[src/rtl/riscv.sv]
// VeriRisc-style 8-bit accumulator CPU with a 32x8 unified memory; one instruction per 8 clocks.
// No flow control: runs freely from reset until a HALT is decoded, then freezes until reset.
module riscv_mem (
    input  logic       i_clk,
    input  logic       i_wr,
    input  logic [4:0] i_addr,
    input  logic [7:0] i_wdat,
    output logic [7:0] o_rdat
);
    logic [7:0] memory [0:31];

    assign o_rdat = memory[i_addr];

    always_ff @(posedge i_clk) begin
        if (i_wr) memory[i_addr] <= i_wdat;
    end
endmodule

module riscv (
    input  logic clk,
    input  logic rst,
    output logic halt
);
    typedef enum logic [2:0] {
        INST_ADDR, INST_FETCH, INST_LOAD, IDLE,
        OP_ADDR, OP_FETCH, ALU_OP, STORE
    } phase_t;

    localparam logic [2:0] OP_HALT = 3'd0, OP_SKZ = 3'd1, OP_ADD = 3'd2, OP_AND = 3'd3,
                           OP_XOR  = 3'd4, OP_LDA = 3'd5, OP_STO = 3'd6, OP_JMP = 3'd7;

    phase_t     r_phase;
    logic [4:0] r_pc;
    logic [7:0] r_ir;
    logic [7:0] r_acc;
    logic       r_halt;

    logic [2:0] w_opcode;
    logic [4:0] w_addr;
    logic [7:0] w_rdat;
    logic [7:0] w_alu;
    logic       w_zero;
    logic       w_aluop;
    logic       w_wr;

    assign w_opcode = r_ir[7:5];
    assign w_addr   = r_phase[2] ? r_ir[4:0] : r_pc;
    assign w_zero   = (r_acc == 8'h00);
    assign w_aluop  = (w_opcode == OP_ADD) || (w_opcode == OP_AND) ||
                      (w_opcode == OP_XOR) || (w_opcode == OP_LDA);
    assign w_wr     = (r_phase == STORE) && (w_opcode == OP_STO);
    assign halt     = r_halt & ~rst;

    always_comb begin
        w_alu = r_acc;
        case (w_opcode)
            OP_ADD:  w_alu = r_acc + w_rdat;
            OP_AND:  w_alu = r_acc & w_rdat;
            OP_XOR:  w_alu = r_acc ^ w_rdat;
            OP_LDA:  w_alu = w_rdat;
            default: w_alu = r_acc;
        endcase
    end

    riscv_mem mem (
        .i_clk  (clk),
        .i_wr   (w_wr),
        .i_addr (w_addr),
        .i_wdat (r_acc),
        .o_rdat (w_rdat)
    );

    always_ff @(posedge clk or posedge rst) begin
        if (rst) begin
            r_phase <= INST_ADDR;
            r_pc    <= 5'd0;
            r_ir    <= 8'h00;
            r_acc   <= 8'h00;
            r_halt  <= 1'b0;
        end else if (!r_halt) begin
            r_phase <= phase_t'(r_phase + 3'd1);
            case (r_phase)
                INST_LOAD: r_ir <= w_rdat;
                // HALT lands on phase 4 entry; the halted state then freezes everything there.
                IDLE:      if (w_opcode == OP_HALT) r_halt <= 1'b1;
                OP_ADDR:   r_pc <= r_pc + 5'd1;
                ALU_OP:    if ((w_opcode == OP_SKZ) && w_zero) r_pc <= r_pc + 5'd1;
                STORE: begin
                    if (w_aluop) r_acc <= w_alu;
                    if (w_opcode == OP_JMP) r_pc <= r_ir[4:0];
                end
                default: ;
            endcase
        end
    end
endmodule

[config.mk]
export PLATFORM = sky130hd
export DESIGN_NAME = riscv
export DESIGN_NICKNAME = d
export VERILOG_FILES = /design/src/rtl/riscv.sv
export SDC_FILE = /design/constraint.sdc
export NUM_CORES = 1
export LEC_CHECK = 0
export ABC_AREA = 0
export CAP_MARGIN = 20
export CORE_MARGIN = 5
export CORE_UTILIZATION = 50
export CTS_BUF_LIST = sky130_fd_sc_hd__clkbuf_2 sky130_fd_sc_hd__clkbuf_4 sky130_fd_sc_hd__clkbuf_8
export DETAILED_ROUTE_END_ITERATION = 6
export DONT_BUFFER_PORTS = 1
export GPL_TIMING_DRIVEN = 0
export SLEW_MARGIN = 30
export SYNTH_ARGS = -nofsm -noshare
export SYNTH_HDL_FRONTEND = slang
export SYNTH_SLANG_ARGS = --single-unit
[constraint.sdc]
create_clock -name clk -period 8.64 [get_ports clk]
set_clock_uncertainty 0.15 [all_clocks]
set_input_delay 0 -clock clk [delete_from_list [all_inputs] [get_ports clk]]
set_output_delay 0 -clock clk [all_outputs]
set_load 0.02 [all_outputs]
; ---- Word level (Yosys, flattened, before mapping)
; Memories as Yosys holds them, arrays and structs flattened.
; Cells that the tools add are included.
; W data, S select, Z words.
[totals]
reg_bits = 25
ramBits = 256
input_bits = 2
output_inout_bits = 1
wordCells = 50
mem_count = 1
[op_classes]
n_addsub = 3
n_eq_ne = 14
n_mux = 10
bitwise_logic = 5
n_reduce_logical = 12
[memory_table]
columns = name, depth, width, read_ports, rd_ports_with_merged_regs, wr, line
row1 = mem.memory, 32, 8, 1, 0, 1, 10  ; logic [7:0] memory [0:31];
[ops]
columns = operator, count
row1 = $pmux W8 S4, 1
row2 = $eq A3 B3 Y1 const B, 7
row3 = $mux W5, 3
row4 = $pmux W5 S3, 1
row5 = $eq A3 B2 Y1 const B, 4
row6 = $add A8 B8 Y8, 1
row7 = $and A8 B8 Y8, 1
row8 = $logic_not A8 Y1, 1
row9 = $reduce_and A4 Y1, 2
row10 = $xor A8 B8 Y8, 1
row11 = $add A5 B1 Y5 const B, 1
row12 = $mux W1, 5
row13 = $reduce_bool A4 Y1, 1
row14 = $add A3 B1 Y3 const B, 1
row15 = $eq A3 B1 Y1 const B, 1
row16 = $logic_not A3 Y1, 1
row17 = $logic_or A1 B1 Y1, 3
row18 = $reduce_bool A3 Y1, 1
row19 = $logic_and A1 B1 Y1, 2
row20 = $ne A2 B1 Y1 const B, 1
row21 = $ne A2 B2 Y1 const B, 1
row22 = $not A1 Y1, 2
row23 = $reduce_and A2 Y1, 1
row24 = $and A1 B1 Y1, 1

; ---- Longest topological paths before layout
; Gate-level depths: netlist of the first run.
[depth]
ltp_word = 5
ltp_mapped = 19
depth_no_buf = 15

; ---- Cells and area by module
; Synthesis of the first run repeated with hierarchy kept, for this count alone.
[hier_totals]
hier_cells = 757
area_unflattened_um2 = 11853.9
[by_module_without_submodules]
columns = module, n_inst, cells_per_inst, area_each_um2, seq_area_each_um2
row1 = riscv_mem, 1, 568, 10045.9, 7687.4
row2 = riscv, 1, 189, 1808.0, 625.6

; ---- Worst setup path after synthesis of the first run
; Ideal clock, no wire load.
[synth_timing]
kind = reg2reg
from = register r_phase[2]
to = register r_acc[1]
setup_time_ns = 0.127
t_arrival_ns = 3.322
required_time_ns = 8.363
path_slack_ns = 5.041
stages_incl_launch_ff = 19
path_buffers = 3
synth_period_minus_slack_ns = 3.599
path_cell_list = dfrtp_1 -> buf_6 -> mux2_4 -> buf_8 -> buf_12 -> mux4_2 -> nor2_1 -> a221oi_1 -> nand4_1 -> inv_1 -> ha_1 -> inv_1 -> fa_1 -> inv_1 -> a22o_1 -> a21oi_1 -> o21ai_0 -> mux2i_1 -> o21ai_1
[synth_between]
elab_chain_cells = 4
elab_cells_between_ends = 8
cone_classes = 1 x add/sub / 1 x eq/ne / 2 x mux / 2 x bitwise / 1 x reduce/logical / 1 x memory
[synth_rtl]
columns = element, line
row1 = "start, declared", 32  ; phase_t r_phase;
row2 = "start signal, assigned", 81  ; r_phase <= phase_t'(r_phase + 3'd1);
row3 = $mux W5, 47  ; assign w_addr = r_phase[2] ? r_ir[4:0] : r_pc;
row4 = $mem_v2 Z32 W8, n/a
row5 = named net mem.o_rdat[0], 8  ; output logic [7:0] o_rdat
row6 = $add A8 B8 Y8, 57  ; OP_ADD: w_alu = r_acc + w_rdat;
row7 = $pmux W8 S4, 56  ; case (w_opcode)
row8 = "end signal, assigned", 89  ; if (w_aluop) r_acc <= w_alu;
row9 = "end, declared", 35  ; logic [7:0] r_acc;
; The timed path passes the listed nets, and every way through them passes these cells.
; A chain may end at the register's enable or synchronous reset.

; ---- Worst setup path after layout of the first run
[layout_timing]
from = register r_phase[2]
to = register r_acc[6]
; Same word-level chain as after synthesis.

==> out/summary.txt, run 1 <==
post-synthesis instance total - 842
Max FO, Critical Path - 10
RR Startpoint - r_phase[2]
outcome - completed
Yosys warning count - 0
maximum vdd drop - 0.1473 mV
fin crit period - 5.080 ns
FP Rows - 57
async set or reset register ratio after synthesis - 8.897%
Slowest Stage Delay on Critical Path - 0.62 ns
ranking of synthesized cells by area - edfxtp_1 (62%), dfrtp_1 (5.0%), o21bai_1 (4.5%)
chip height - 167.5 µm
Post-synth EDFFs - 256
vias in the first global route - 7735
Max Cap Viol - 0
slowest CP cell - clkbuf_1
HP Class - in -> async
# resized after CTS - 0
clock-pin slew on the worst setup and hold paths - 0.07 ns
Num CTS Buffers - 47
syn avg cell area - 14.73 µm²
largest net degree at the start of global routing - 37
Synthesized Nets - 861
Pins Over Slew Limit - 0
Layout Area Growth over Synthesis - 11.84%
Avg WL per Cell - 26.88 µm
Setup Crit Path Kind - reg -> reg
period utilization - 58.79%
Seq/Total Area, Yosys - 67.04%
fin util - 56.85%
Slew @ Worst Pin - 1.016 ns
initial antenna violation count - 0
Port-buffer cells - 0
clk_lat worst skew - 0.57 ns
first-pass GRT wire length - 49900 µm
CTS Sinks - 281
top-area cell type share of the netlist area - 62.00%
core area - 24390 µm²
CP most frequent cell - buf_6
Final Hold Fails - 0
ANT nets after route - 0
Setup crit end kind - flip-flop
fraction of layout cells with a size suffix above 1 - 18.37%
clock buffer depth - 3
Distinct cells, synth - 77
RSZ-0062 raised after global routing - no
io pins - 3
Final #Nets - 912
commonest cells after routing, fill and taps aside - edfxtp_1 (256), o21bai_1 (74), nor2_1 (60)
PwrDens - 195.9 nW/µm²
DP HPWL - 21820 µm
main flop type after synthesis - edfxtp_1
RePlAce Congestion - 0.8660
worst r2r path cells - 17
Arr. time, crit path - 5.38 ns
CP required - 8.94 ns
Pwr Total - 0.002716 W
WL final - 33740 µm
reg2reg setup slack - 3.56 ns
most common cell after layout, fill and taps aside - edfxtp_1
die area - 28050 µm²
post-synthesis cell area - 12400 µm²
drt pass-1 iters - 5
vias per cell - 6.277
leakage - 4.571 nW
CP startpoint kind - flip-flop
H-tree Lvls - 2
GRT overflow - 0
CP Cell Sequence - buf_6 > buf_6 > buf_6 > nor4b_1 > a31oi_1 > clkbuf_1 > nor2_1 > nor4_1 > o211ai_1 > inv_1 > ha_1 > nor2b_1 > o31a_1 > o21a_1 > or3_1 > a31oi_1 > a21oi_1
leading area contributor after synthesis - edfxtp_1
Die X-Extent - 167.5 µm
drt drc - 0
DRT iter0 DRCs - 810
total number of vias - 7878
Synth Register Bits - 281
Fin Setup TNS - 0 ns
CTS tree - built
Crit Reg-Reg Endpoint - r_acc[6]
Total GRT Usage - 23.79%
relative slew slack - 31.99%
CTS root buffer - clkbuf_8
initial core utilization - 50.84%
n_diodes - 0
WHS - 0.3468 ns
Max Freq - 0.1969 GHz
Final Setup Violations - 0
==> final cells by class <==
cell class                 count  area [µm²]
sequential                   281        8323
tap                          324       405.4
clock buffer                  63       779.5
inverter                      22       82.58
fill                        1977       10520
timing repair buffer           2       20.02
buffer                        56       302.8
multi-input combinational    483        3729
clock inverter                24       225.2
==> metal layers <==
metal / share of wire (%) / track usage (%) / vias to the layer above
li1: - / - / 3442
met1: 41 / 32.65 / 4018
met2: 47 / 37.43 / 349
met3: 9.1 / 6.294 / 69
met4: 2.7 / 7.798 / 0
met5: 0 / 0 / -
==> stage by stage <==
stage / worst slack, ns / cells / area [µm²]
finish: 3.560 / 1255 / 13870
detailed placement: 3.708 / 1166 / 12820
CTS: 3.671 / 1254 / 13840
global route: 3.393 / 1255 / 13870
global placement: 3.821 / 1166 / 12800
floorplan: 5.041 / 842 / 12400
==> registers in the layout (all words and copies together), names as in the netlist <==
name / flops
mem.memory: 256
r_acc: 8
r_ir: 8
r_pc: 5
r_phase: 3
r_halt: 1
==> cell usage after synthesis (all sizes together) (3+ instances only) <==
master   instances
a2111oi          5
a211oi           3
a21o            25
a21oi           31
a221oi           3
a22o             3
a31oi            5
a41oi           23
and3b            3
buf             30
clkbuf          26
dfrtp           25
edfxtp         256
ha              16
inv             22
mux2             9
mux2i           14
mux4            23
nand2           25
nand2b           3
nand3            5
nand4            7
nor2            71
nor2b           14
nor3             9
nor3b            3
nor4             9
nor4b            3
o21a             4
o21ai           28
o21bai          74
o221ai           5
o22ai           20
or3              3
xnor2            3
==> worst max-delay path by stage <==
stage / slack, ns / start / cells past startpoint / endpoint
global placement: 3.82 / r_phase[2] / 17 / r_acc[6]
floorplan: 5.04 / r_phase[2] / 18 / r_acc[1]
finish: 3.56 / r_phase[2] / 17 / r_acc[6]
global route: 3.39 / r_phase[2] / 17 / r_acc[6]
CTS: 3.67 / r_phase[2] / 17 / r_acc[6]
detailed placement: 3.71 / r_phase[2] / 17 / r_acc[6]
==> repair_timing <==
action	CTS	global route
hold buffers	1	1
endpoints found under the hold margin	26	25
setup buffers	0	0
==> logic make-up after synthesis <==
kind of cell               after synthesis  synth area share [%]
AOI/OAI and AO/OA                      251                 14.61
xor gates and xnor gates                 3                0.2119
adders and majority gates               17                 1.776
buffers and inverters                   78                 3.108
DFF                                    281                 67.04
muxes                                   46                 6.186
and+or+nand+nor                        166                 7.064
==> report_power, final <==
| group | switching, W | leakage (nW) | internal, W | total [W] |
|---|---|---|---|---|
| Sequential | 0 | 2.03 | 0.00146 | 0.00146 |
| Clock | 0.000539 | 0.519 | 0.000712 | 0.00125 |
| Combinational | 0.00000248 | 2.03 | 0.000000645 | 0.00000313 |
| Total | 0.000541 | 4.57 | 0.00217 | 0.00272 |
==> critical path: cells and delay by family (launching register included) <==
kind	cells	cell delay [ns]
AOI/OAI and AO/OA	6	1.59
buffers and inverters	5	1.28
and+or+nand+nor	5	1.27
DFF	1	0.37
adders and majority gates	1	0.25
No activity file was read; power rests on OpenSTA's default activity.
==> run 2: changes to the inputs <==
==> constraint.sdc (replaced) <==
create_clock -name clk -period 5.1 [get_ports clk]
set_clock_uncertainty 0.15 [all_clocks]
set_input_delay 0 -clock clk [delete_from_list [all_inputs] [get_ports clk]]
set_output_delay 0 -clock clk [all_outputs]
set_load 0.02 [all_outputs]
==> run 2 against run 1 <==
  * Non-clock buffer count unchanged
  * Register-to-register slack got worse by 3.4 ns
  * Utilization barely moved
  * Critical path depth fell by 1
  * Critical path type unchanged
  * Sequential cell count unchanged
==> out/summary.txt, run 2 (synthesis gave the netlist of run 1 again) <==
outcome - completed
Setup Crit Path Kind - reg -> reg
post-route cell area - 13870 µm² (about the same)
reg2reg setup slack - 0.17 ns (-3.39 ns)
Cells after DPL - 1166 (unchanged)
initial antenna violation count - 0 (unchanged)
RePlAce Congestion - 0.8660 (unchanged)
Max FO, Critical Path - 10 (unchanged)
largest net degree at the start of global routing - 37 (unchanged)
worst r2r path cells - 16 (-1)
most flop-heavy register - mem.memory
ANT nets after route - 0 (unchanged)
fraction of layout cells with a size suffix above 1 - 18.58% (+0.21 points)
registers with the most flip-flops - mem.memory x256, r_acc x8, r_ir x8
CTS Sinks - 281 (unchanged)
CP startpoint kind - flip-flop
post-CTS setup buffer count - 0 (unchanged)
GRT overflow - 0 (unchanged)
Num CTS Buffers - 47 (unchanged)
die area - 28050 µm² (unchanged)
Crit Reg-Reg Endpoint - r_acc[6]
total number of vias - 7896 (+0.23%)
FF/Latch Area - 8323 µm² (unchanged)
Layout Area Growth over Synthesis - 11.90% (about the same)
maximum vdd drop - 0.2497 mV (+70%)
fin crit period - 4.929 ns (-0.1505 ns)
clock-pin slew on the worst setup and hold paths - 0.07 ns (about the same)
Die X-Extent - 167.5 µm (unchanged)
Final Hold Fails - 0 (unchanged)
vias in the first global route - 7735 (unchanged)
final cell count without fillers - 1255 (unchanged)
commonest cells after routing, fill and taps aside - edfxtp_1 (256), o21bai_1 (74), nor2_1 (60)
Pwr Total - 0.004606 W (+70%)
Largest register FFs - 256 (unchanged)
DP HPWL - 21820 µm (unchanged)
Avg WL per Cell - 26.95 µm (+0.24%)
area occupied by multi-input gates - 3735 µm² (+0.17%)
vias per cell - 6.292 (+0.23%)
Fin Setup TNS - 0 ns (unchanged)
Pins Over Slew Limit - 0 (unchanged)
Total GRT Usage - 23.79% (unchanged)
delay-heaviest family, CP - compound AO/OA/AOI/OAI gates
WL final - 33820 µm (+0.24%)
WHS - 0.3430 ns (-0.003789 ns)
core area - 24390 µm² (unchanged)
DRT iter0 DRCs - 820 (+1.2%)
CTS tree - built
PwrDens - 332.0 nW/µm² (+69%)
chip height - 167.5 µm (unchanged)
clk_lat worst skew - 0.58 ns (about the same)
Final #Nets - 912 (unchanged)
HP Class - in -> async
Max Cap Viol - 0 (unchanged)
FILL cells - 1976 (-0.051%)
Final Setup Violations - 0 (unchanged)
Slowest Stage Delay on Critical Path - 0.60 ns (-0.02 ns)
period utilization - 96.65% (+38 points)
RR Startpoint - r_phase[2]
Slew @ Worst Pin - 1.057 ns (+0.04015 ns)
Max Freq - 0.2029 GHz (+3.1%)
CTS root buffer - clkbuf_8
Port-buffer cells - 0 (unchanged)
RSZ-0062 raised after global routing - no
H-tree Lvls - 2 (unchanged)
CP Cell Sequence - buf_6 > mux2i_1 > buf_2 > buf_2 > mux4_2 > nor2_1 > nor4_1 > o211ai_1 > inv_1 > ha_1 > nor2b_1 > o31a_1 > o21a_1 > or3_1 > a31oi_1 > a21oi_1
CP required - 5.40 ns (-3.54 ns)
initial core utilization - 50.84% (unchanged)
drt drc - 0 (unchanged)
io pins - 3 (unchanged)
Arr. time, crit path - 5.23 ns (-0.15 ns)
FP Rows - 57 (unchanged)
drt pass-1 iters - 5 (unchanged)
leakage - 4.574 nW (about the same)
n_diodes - 0 (unchanged)
clock buffer depth - 3 (unchanged)
slowest CP cell - nor4_1
CP most frequent cell - buf_2
relative slew slack - 29.30% (-2.7 points)
first-pass GRT wire length - 49900 µm (unchanged)
most common cell after layout, fill and taps aside - edfxtp_1
WP buf/inv - 4 (-1)
Post-Place Cell Area - 12820 µm² (unchanged)
Setup crit end kind - flip-flop
run 2: cell counts in the layout (fill, tap and decap cells not counted):
Identical to the previous run, type by type.
run 2: stage by stage:
step	util [%]	setup slack (ns)
after floorplan	-	1.501
after global placement	52.50	0.2812
after detailed placement	52.58	0.1678
after CTS	56.74	0.1305
after global routing	56.88	0.07437
final	56.88	0.1707
run 2: metal layers:
metal / track usage [%] / wire, µm / vias up / part of all wire, %
met1: 32.65 / 13840 / 4010 / 41
met2: 37.43 / 16000 / 384 / 47
li1: - / - / 3437 / -
met3: 6.294 / 3065 / 65 / 9.1
met4: 7.798 / 918 / 0 / 2.7
met5: 0 / 0 / - / 0
run 2: how the worst max path moves through the flow:
| stage | startpoint | endpoint | depth (start not counted) |
|---|---|---|---|
| final | r_phase[2] | r_acc[6] | 16 |
| after global routing | r_phase[2] | r_acc[6] | 16 |
| after CTS | r_phase[2] | r_acc[6] | 17 |
| after detailed placement | r_phase[2] | r_acc[6] | 17 |
| after global placement | r_phase[2] | r_acc[6] | 17 |
| after floorplan | r_phase[2] | r_acc[1] | 18 |
run 2: layout make-up:
type / count / area share (%)
tap: 324 / 2.922
timing repair buffer: 2 / 0.1443
buffer: 56 / 2.191
multi-input combinational: 483 / 26.92
clock inverter: 24 / 1.623
inverter: 22 / 0.5952
sequential: 281 / 59.99
clock buffer: 63 / 5.618
run 2: worst register-to-register path, cell delays in order (launching register included):
cell and delay (ns):
dfrtp_1 0.37, buf_6 0.16, mux2i_1 0.34, buf_2 0.42, buf_2 0.41, mux4_2 0.27
nor2_1 0.05, nor4_1 0.60, o211ai_1 0.39, inv_1 0.17, ha_1 0.25, nor2b_1 0.14
o31a_1 0.27, o21a_1 0.19, or3_1 0.30, a31oi_1 0.22, a21oi_1 0.09
run 2: report_power, final:
part | switching, W | internal, W
clock network | 0.000917 | 0.00121
logic | 0.00000418 | 0.00000109
registers | 0 | 0.00248
total | 0.000921 | 0.00368
run 2: what timing repair did:
| item | CTS | global route |
|---|---|---|
| gates resized for setup | 0 | 3 |
| hold buffers | 1 | 1 |
| setup endpoints to repair | 0 | 2 |
| endpoints found under the hold margin | 26 | 25 |
==> run 3: changes to the inputs <==
==> constraint.sdc (replaced) <==
create_clock -name clk -period 5.2 [get_ports clk]
set_clock_uncertainty 0.15 [all_clocks]
set_input_delay 0 -clock clk [delete_from_list [all_inputs] [get_ports clk]]
set_output_delay 0 -clock clk [all_outputs]
set_load 0.02 [all_outputs]
==> run 3 against run 2 <==
  * Utilization about the same
  * Largest power group unchanged
  * Worst setup slack got worse by 0.026 ns
  * Critical path depth unchanged
  * Count of clock-buffer cells in the layout stayed put
  * Routed wire length fell by 0.14%
  * Worst hold slack better by 0.0017 ns
  * Critical path type unchanged
  * Global-route usage unchanged
  * Fmax fell by 2.5%
  * Sequential share of layout area is essentially flat
  * Largest cell class unchanged
  * Power is 2.0% lower
  * Final area hardly changed
  * Sequential cell count stayed put
==> out/summary.txt, run 3 (synthesis gave the netlist of run 1 again) <==
Avg WL per Cell - 26.91 µm (-0.14%)
drt drc - 0 (unchanged)
met1 WL - 13750 µm (-0.65%)
Port-buffer cells - 0 (unchanged)
WHS - 0.3447 ns (+0.001707 ns)
maximum vdd drop - 0.2447 mV (-2.0%)
clk_lat worst skew - 0.58 ns (about the same)
Final Setup Violations - 0 (unchanged)
FP Rows - 57 (unchanged)
Fin Setup TNS - 0 ns (unchanged)
Setup crit end kind - flip-flop
ANT nets after route - 0 (unchanged)
vias per cell - 6.275 (-0.27%)
vias in the first global route - 7735 (unchanged)
Max Cap Viol - 0 (unchanged)
DRT iter0 DRCs - 787 (-4.0%)
drt pass-1 iters - 6 (+1)
CTS root buffer - clkbuf_8
metal3 WL - 3181 µm (+3.8%)
CP required - 5.50 ns (+0.10 ns)
Max FO, Critical Path - 10 (unchanged)
fin crit period - 5.056 ns (+0.1264 ns)
clock buffer depth - 3 (unchanged)
GRT overflow - 0 (unchanged)
Arr. time, crit path - 5.35 ns (+0.12 ns)
FILL cells - 1976 (unchanged)
RSZ-0062 raised after global routing - no
HP Class - in -> async
top routing layer used - met4
commonest cells after routing, fill and taps aside - edfxtp_1 (256), o21bai_1 (74), nor2_1 (60)
CP startpoint kind - flip-flop
io pins - 3 (unchanged)
CTS Sinks - 281 (unchanged)
Max Freq - 0.1978 GHz (-2.5%)
WL final - 33770 µm (-0.14%)
PwrDens - 325.4 nW/µm² (-2.0%)
H-tree Lvls - 2 (unchanged)
initial antenna violation count - 0 (unchanged)
Num CTS Buffers - 47 (unchanged)
Pins Over Slew Limit - 0 (unchanged)
registers with the most flip-flops - mem.memory x256, r_acc x8, r_ir x8
Final #Nets - 912 (unchanged)
outcome - completed
fraction of layout cells with a size suffix above 1 - 18.47% (-0.11 points)
initial core utilization - 50.84% (unchanged)
total number of vias - 7875 (-0.27%)
leakage - 4.574 nW (about the same)
DP HPWL - 21820 µm (unchanged)
Die X-Extent - 167.5 µm (unchanged)
first-pass GRT wire length - 49900 µm (unchanged)
relative slew slack - 31.35% (+2.0 points)
core area - 24390 µm² (unchanged)
clock-pin slew on the worst setup and hold paths - 0.07 ns (about the same)
CTS tree - built
largest net degree at the start of global routing - 37 (unchanged)
met2 WL - 15910 µm (-0.54%)
most common cell after layout, fill and taps aside - edfxtp_1
Total GRT Usage - 23.79% (unchanged)
Slew @ Worst Pin - 1.026 ns (-0.03057 ns)
chip height - 167.5 µm (unchanged)
most flop-heavy register - mem.memory
die area - 28050 µm² (unchanged)
period utilization - 97.23% (+0.57 points)
Final Hold Fails - 0 (unchanged)
Layout Area Growth over Synthesis - 11.85% (about the same)
n_diodes - 0 (unchanged)
Largest register FFs - 256 (unchanged)
Setup Crit Path Kind - reg -> reg
RePlAce Congestion - 0.8660 (unchanged)
==> run 3: worst max-delay path, stage by stage (launching register included) <==
cell      delay (ns)
dfrtp_1         0.40
buf_6           0.15
buf_6           0.15
nor2b_1         0.17
a31oi_1         0.63
clkbuf_1        0.55
a41oi_1         0.13
nor4_1          0.52
o211ai_1        0.40
inv_1           0.17
ha_1            0.25
nor2b_1         0.14
o31a_1          0.27
o21a_1          0.19
or3_1           0.30
a31oi_1         0.24
a21oi_1         0.09
==> run 3: path summary, 6_finish.rpt <==
check	depth (start not counted)	endpoint	slack, ns	from
min in group clk	1	r_phase[0]	0.36	r_phase[0]
worst max register to register	16	r_acc[6]	0.14	r_phase[2]
worst min-delay path	3	r_halt	0.34	rst
worst max-delay path	16	r_acc[6]	0.14	r_phase[2]
max in group asynchronous	3	r_acc[6]	4.16	rst
worst min register to register	1	r_phase[0]	0.36	r_phase[0]
==> run 3: per-layer routing <==
metal,vias up,track usage [%]
li1,3441,-
met1,3993,32.65
met3,73,6.294
met5,-,0
met2,368,37.43
met4,0,7.798
==> run 3: report_power, final <==
group	switching, W	internal [W]	total [W]	leakage, nW
Sequential	0	0.00243	0.00243	2.03
Clock	0.000895	0.00118	0.00208	0.519
Combinational	0.00000410	0.00000107	0.00000518	2.03
Total	0.000899	0.00361	0.00451	4.57
==> run 3: timing repair <==
item / 4_1_cts / 5_1_grt
buffers inserted: 0 / 0
hold endpoints to repair: 26 / 25
hold buffers: 1 / 1
endpoints found under the setup margin: 0 / 1
gates resized for setup: 0 / 2
==> run 3: final cells by class <==
type	instances	area (µm²)	share of cell area, %
timing repair buffer	2	20.02	0.1444
sequential	281	8323	60.01
buffer	56	304.0	2.192
clock inverter	24	225.2	1.624
multi-input combinational	483	3729	26.89
tap	324	405.4	2.923
clock buffer	63	779.5	5.621
inverter	22	82.58	0.5955
==> run 3: metrics by stage <==
step	utilization (%)	power (W)	area, µm²	cells	setup slack (ns)
6_report	56.86	0.004513	13870	1255	0.1443
5_1_grt	56.86	0.004655	13870	1255	0.05968
4_1_cts	56.74	0.004537	13840	1254	0.2305
3_5_place_dp	52.58	0.002481	12820	1166	0.2678
3_3_place_gp	52.50	0.002481	12800	1166	0.3812
2_1_floorplan	-	0.002479	12400	842	1.601
